**src/rtl/ppu_pkg.sv**
```systemverilog
// Shared constants, FSM encoding and address helpers for the PPU background fetcher.
package ppu_pkg;

  localparam logic [13:0] NT_BASE   = 14'h2000;
  localparam logic [9:0]  AT_OFFSET = 10'h3C0;
  localparam logic [13:0] PH_OFFSET = 14'h0008;

  // *_A cycles present a new address; *_D cycles hold it and capture the read byte.
  typedef enum logic [3:0] {
    ST_IDLE,
    ST_NT_A,
    ST_NT_D,
    ST_AT_A,
    ST_AT_D,
    ST_PL_A,
    ST_PL_D,
    ST_PH_A,
    ST_PH_D
  } fetch_state_t;

  // Nametable byte address: $2000 | nt<<10 | cy<<5 | cx.
  function automatic logic [13:0] nt_addr(input logic [1:0] nt,
                                          input logic [4:0] cy,
                                          input logic [4:0] cx);
    return NT_BASE | {2'b00, nt, 10'h000} | {4'h0, cy, 5'h00} | {9'h000, cx};
  endfunction

  // Attribute byte address: one byte per 4x4 tile block, at the tail of each nametable.
  function automatic logic [13:0] at_addr(input logic [1:0] nt,
                                          input logic [4:0] cy,
                                          input logic [4:0] cx);
    return NT_BASE | {4'h0, AT_OFFSET} | {2'b00, nt, 10'h000}
         | {8'h00, cy[4:2], 3'b000} | {11'h000, cx[4:2]};
  endfunction

  // Pattern plane 0 address: pt<<12 | tile<<4 | fy (plane 1 adds PH_OFFSET).
  function automatic logic [13:0] pl_addr(input logic       pt,
                                          input logic [7:0] tile,
                                          input logic [2:0] fy);
    return {1'b0, pt, tile, 1'b0, fy};
  endfunction

endpackage

```
**src/rtl/ppu_attribute_select.sv**
```systemverilog
// Picks the 2-bit palette for one tile out of an attribute byte (four 2x2-tile quadrants).
module ppu_attribute_select (
  input  logic [7:0] attr,
  input  logic       cx_bit1,
  input  logic       cy_bit1,
  output logic [1:0] palette
);

  logic [7:0] shifted;

  // Quadrant shift: bottom half adds 4, right half adds 2.
  always_comb begin
    shifted = attr >> {cy_bit1, cx_bit1, 1'b0};
    palette = shifted[1:0];
  end

endmodule

```
**src/rtl/ppu_background_fetch.sv**
```systemverilog
// Background tile fetcher: four PPU reads per tile (NT, AT, PL, PH), one tile every 8 clocks.
module ppu_background_fetch
  import ppu_pkg::*;
#(
  parameter int TILES_PER_LINE = 34
) (
  input  logic        i_clk,
  input  logic        i_reset,
  input  logic        i_start,
  input  logic        i_fetch_en,
  input  logic [4:0]  i_coarse_x,
  input  logic [4:0]  i_coarse_y,
  input  logic [2:0]  i_fine_y,
  input  logic [1:0]  i_nt_sel,
  input  logic        i_pt_sel,
  output logic [13:0] o_address_ppu,
  output logic        o_rd_en_ppu_n,
  output logic        o_wr_en_ppu_n,
  input  logic [7:0]  i_data_ppu,
  output logic        o_tile_valid,
  output logic [7:0]  o_pattern_lo,
  output logic [7:0]  o_pattern_hi,
  output logic [1:0]  o_palette,
  output logic        o_busy,
  output logic        o_done
);

  localparam int CNT_W = $clog2(TILES_PER_LINE + 1);

  fetch_state_t     state, state_nx;
  logic [4:0]       cx, cy, cx_nx;
  logic [2:0]       fy;
  logic [1:0]       nt, nt_nx;
  logic [7:0]       tile_id_p1;
  logic [7:0]       pat_lo_p1;
  logic [1:0]       pal_p1, pal_sel;
  logic [CNT_W-1:0] tile_cnt;
  logic [13:0]      addr_nx;
  logic             start_ok, last_tile, tile_done;

  assign o_wr_en_ppu_n = 1'b1;

  ppu_attribute_select u_attr_sel (
    .attr    (i_data_ppu),
    .cx_bit1 (cx[1]),
    .cy_bit1 (cy[1]),
    .palette (pal_sel)
  );

  // FSM state register.
  always_ff @(posedge i_clk) begin
    if (i_reset) state <= ST_IDLE;
    else         state <= state_nx;
  end

  // Next state and the address to present in the next cycle; dropping fetch_en aborts.
  always_comb begin
    state_nx  = state;
    addr_nx   = o_address_ppu;
    start_ok  = 1'b0;
    last_tile = (tile_cnt == CNT_W'(TILES_PER_LINE - 1));
    tile_done = (state == ST_PH_D) && i_fetch_en;
    cx_nx     = cx + 5'd1;
    nt_nx     = (cx == 5'd31) ? (nt ^ 2'b01) : nt;
    if (state != ST_IDLE && !i_fetch_en) begin
      state_nx = ST_IDLE;
    end else begin
      case (state)
        ST_IDLE: begin
          if (i_start && i_fetch_en) begin
            state_nx = ST_NT_A;
            start_ok = 1'b1;
            addr_nx  = nt_addr(i_nt_sel, i_coarse_y, i_coarse_x);
          end
        end
        ST_NT_A: state_nx = ST_NT_D;
        ST_NT_D: begin
          state_nx = ST_AT_A;
          addr_nx  = at_addr(nt, cy, cx);
        end
        ST_AT_A: state_nx = ST_AT_D;
        ST_AT_D: begin
          state_nx = ST_PL_A;
          addr_nx  = pl_addr(i_pt_sel, tile_id_p1, fy);
        end
        ST_PL_A: state_nx = ST_PL_D;
        ST_PL_D: begin
          state_nx = ST_PH_A;
          addr_nx  = o_address_ppu | PH_OFFSET;
        end
        ST_PH_A: state_nx = ST_PH_D;
        ST_PH_D: begin
          if (last_tile) begin
            state_nx = ST_IDLE;
          end else begin
            state_nx = ST_NT_A;
            addr_nx  = nt_addr(nt_nx, cy, cx_nx);
          end
        end
        default: state_nx = ST_IDLE;
      endcase
    end
  end

  // Registered bus strobes, status, tile counter and completed-tile outputs.
  always_ff @(posedge i_clk) begin
    if (i_reset) begin
      o_address_ppu <= '0;
      o_rd_en_ppu_n <= 1'b1;
      o_tile_valid  <= 1'b0;
      o_pattern_lo  <= '0;
      o_pattern_hi  <= '0;
      o_palette     <= '0;
      o_busy        <= 1'b0;
      o_done        <= 1'b0;
      tile_cnt      <= '0;
    end else begin
      o_address_ppu <= addr_nx;
      o_rd_en_ppu_n <= (state_nx == ST_IDLE);
      o_busy        <= (state_nx != ST_IDLE);
      o_tile_valid  <= 1'b0;
      o_done        <= 1'b0;
      if (start_ok) tile_cnt <= '0;
      if (tile_done) begin
        o_pattern_lo <= pat_lo_p1;
        o_pattern_hi <= i_data_ppu;
        o_palette    <= pal_p1;
        o_tile_valid <= 1'b1;
        o_done       <= last_tile;
        tile_cnt     <= tile_cnt + CNT_W'(1);
      end
    end
  end

  // Run coordinates and per-tile read captures (data path, no reset needed).
  always_ff @(posedge i_clk) begin
    if (start_ok) begin
      cx <= i_coarse_x;
      cy <= i_coarse_y;
      fy <= i_fine_y;
      nt <= i_nt_sel;
    end else if (tile_done) begin
      cx <= cx_nx;
      nt <= nt_nx;
    end
    if (state == ST_NT_D) tile_id_p1 <= i_data_ppu;
    if (state == ST_AT_D) pal_p1     <= pal_sel;
    if (state == ST_PL_D) pat_lo_p1  <= i_data_ppu;
  end

endmodule
```
**config.mk**
```make
export PLATFORM = sky130hd
export DESIGN_NAME = ppu_background_fetch
export DESIGN_NICKNAME = d
export VERILOG_FILES = /design/src/rtl/ppu_pkg.sv /design/src/rtl/ppu_attribute_select.sv /design/src/rtl/ppu_background_fetch.sv
export SDC_FILE = /design/constraint.sdc
export NUM_CORES = 1
export LEC_CHECK = 0
export CORE_MARGIN = 8
export CORE_UTILIZATION = 45
export CTS_CLUSTER_SIZE = 10
export DETAILED_ROUTE_END_ITERATION = 8
export GPL_TIMING_DRIVEN = 0
export PLACE_DENSITY = 0.81
export SLEW_MARGIN = 20
export SYNTH_ARGS = -nofsm -noshare
export SYNTH_HDL_FRONTEND = slang
export SYNTH_SLANG_ARGS = --single-unit
```
**constraint.sdc**
```tcl
create_clock -name i_clk -period 4.8 [get_ports i_clk]
set_input_delay 0.96 -clock i_clk [delete_from_list [all_inputs] [get_ports i_clk]]
set_output_delay 0.96 -clock i_clk [all_outputs]
set_load 0.01 [all_outputs]
```
==> run summary, run 1 <==
Outcome = finished clean
Finished Core Util = 58.3%
IO Pins = 65
Commonest non-fill, non-tap cell in the layout = clkdlybuf4s50_1
Slew HR = 39.1%
Netlist cell types = 55
Final period util = 55.4%
Total CTS buffers = 9
ANT cells = 0
WL per Instance = 17.0 µm
Post-synth EDFFs = 33
Area delta synth->final = 27.2%
CP startpoint kind = input pin
Critical path required time = 5.03 ns
Final nets = 454
Fin Clk Skew = 0.00642 ns
Synth Cell Area = 3500 µm²
# hold bufs at CTS = 0
Setup TNS = 0 ns
Worst r2r src = state[3]$_SDFF_PP0_
Worst hold path class = flip-flop to flip-flop
Pins Over Slew Limit = 0
P_leak = 1.56 nW
Wirelength, routed = 9010 µm
DR pass1 iterations = 5
Final ANT Viol Nets = 0
Register bit total from synthesis = 79
Clock sink total = 79
FF/Latch Area = 1910 µm²
Final setup viols = 0
WP data arrival = 2.88 ns
Dominant synthesized flop cell = dfxtp_1
Sw Share = 26.8%
Die Wd = 104 µm
Synthesized net count = 380
Port bufs = 63
Sequential share of power = 53.9%
Max Fclk = 376 MHz
All-Layer GR Usage = 16.8%
Placement Rows = 32
Slew @ Worst Pin = 0.906 ns
Crit path capture type = flip-flop
CTS clk-pin slew, worst paths = 0.09 ns
Post-route insts no fill = 529
Cell count after synthesis = 348
Antenna violations before repair = 0
Worst Setup SP = i_fetch_en
First-pass GRT wire length = 14800 µm
Syn. warnings = 0
CTS tree = done
Core Region = 7650 µm²
Starting density of the core = 45.8%
Combinational fraction of design power = 9.7%
Most frequent cells in the layout = clkdlybuf4s50_1 (63), nand2_1 (52), dfxtp_1 (46)
Post-CTS Setup Bufs = 0
Max_cap viols = 0
Layout cells sized above 1 = 8.90%
Grt ovf = 0
Bufs on Longest Clock Path = 2
Post-route DRC violation count = 0
DP Cell Count = 513
Cts repair resizes = 0
CP Max Fanout = 10
Full die area = 10900 µm²
Cell Int Power = 0.000988 W
Fin crit period = 2.66 ns
Clock power share = 36.4%
Die Y = 104 µm
Sequential area share after synthesis = 54.6%
Peak supply drop = 0.185 mV
Hpwl dp = 6730 µm
GPL Wtd Cong = 0.888
Async SR Flop Fraction = 0%
Hold_sp = o_pattern_lo[7]$_SDFFE_PP0P_
Vias in the first global route = 2927
Detailed Route Iter0 Violations = 253
Root Buffer = clkbuf_8
Multi-input gate area = 1460 µm²
Pwr per Cell Area = 303 nW/µm²
Hold Violations, Final = 0
CP Class = input pin to flip-flop
Vias per cell = 5.62
H-tree levels = 3
Syn avg cell area = 10.1 µm²
Vias post-DR = 2972
Fillers = 665
Largest net degree at the start of global routing = 18
Worst skew pair latency = 0.36 ns
NetSw = 0.000363 W
RSZ-0062 raised after global routing = no
path summary, 6_finish.rpt:
| kind | end | slack, ns | depth (start not counted) |
|---|---|---|---|
| setup / recovery | o_address_ppu[7]$_SDFFE_PP0P_ | 2.14 | 5 |
| hold / removal | o_pattern_lo[7]$_SDFFE_PP0P_ | 0.46 | 2 |
| hold reg to reg | o_pattern_lo[7]$_SDFFE_PP0P_ | 0.46 | 2 |
| setup reg to reg | cy[2]$_DFFE_PP_ | 2.66 | 6 |
logic make-up after synthesis:
kind of cell	count (synthesis)	synth area share [%]
flops	79	54.6
compound gates	89	16.4
mux	9	3.36
buf+inv	32	3.96
xor+xnor	5	1.25
fa+ha+maj	5	1.75
other cells	1	0.107
simple gates	128	18.6
per-layer routing:
layer | part of all wire [%] | vias up | global-route usage [%]
met3 | 6.6 | 11 | 4.21
met5 | 0 | - | 0
met2 | 49 | 113 | 26.5
met4 | 1.8 | 0 | 7.65
li1 | - | 1419 | -
met1 | 43 | 1429 | 21.1
metrics by stage:
stage               instance area (µm²)  hold WS, ns  power (W)  setup slack [ns]
floorplan                          3500        0.431   0.000808              2.81
global placement                   4260        0.443   0.000871              1.86
detailed placement                 4260        0.449   0.000875              1.77
CTS                                4450        0.463    0.00136              2.16
global route                       4460        0.482    0.00140              2.05
finish                             4460        0.460    0.00135              2.14
cells in the mapped netlist (4+ instances only):
master    instances  share of area [%]
buf_2             9                1.3
dfxtp_1          46                 26
nor2b_1           4               0.71
o21ai_0           8                1.1
ha_1              4                1.4
nand2_1          52                5.6
edfxtp_1         33                 28
clkbuf_1         10                1.1
mux2i_1           5                1.4
a31oi_1           7                1.2
nor2_1           17                1.8
o221ai_1         11                2.7
nand3b_1         11                2.4
nand2b_1         13                2.3
nand3_1           4               0.57
a21oi_1          39                5.6
inv_1            10                1.1
xnor2_1           4                1.0
nor3_1           11                1.6
power by group through the flow:
stage               logic [W]  clock network (W)  registers (W)
floorplan           0.0000619                  0       0.000746
global placement     0.000127                  0       0.000744
detailed placement   0.000130                  0       0.000745
CTS                  0.000131           0.000497       0.000729
global route         0.000143           0.000528       0.000731
finish               0.000131           0.000491       0.000729
worst max-delay path, stage by stage:
cell	delay, ns
clkdlybuf4s50_1	0.58
inv_1	0.18
nor3_2	0.55
o21ai_1	0.40
mux2i_1	0.21
flip-flops by register name, summed over array words and instances (netlist names), 3 cells and up:
name           count
pat_lo_p1          8
state              4
o_pattern_lo       8
tile_cnt           6
cx                 5
o_address_ppu     14
fy                 3
cy                 5
tile_id_p1         8
o_pattern_hi       8
final cells by class:
class	count	share of cell area, %
multi-input combinational	237	32.7
timing repair buffer	63	14.1
clock buffer	9	2.78
tap	102	2.86
buffer	21	2.19
clock inverter	7	1.49
inverter	11	0.926
sequential	79	42.9
No activity file was read; power rests on OpenSTA's default activity.
==> run 2: changes to the inputs <==
clock period = 2.52 ns   (was 4.8 ns; I/O delays follow)
==> results of run 2 <==
The final DEF is identical to that of run 1. Status: finished clean.
Among the figures that moved: setup slack after placement 1.77 ns -> -0.0511 ns; setup slack after layout 2.14 ns -> 0.318 ns; register-to-register setup slack 2.66 ns -> 0.38 ns; total power 0.00135 W -> 0.00257 W; worst IR drop on VDD 0.185 mV -> 0.353 mV
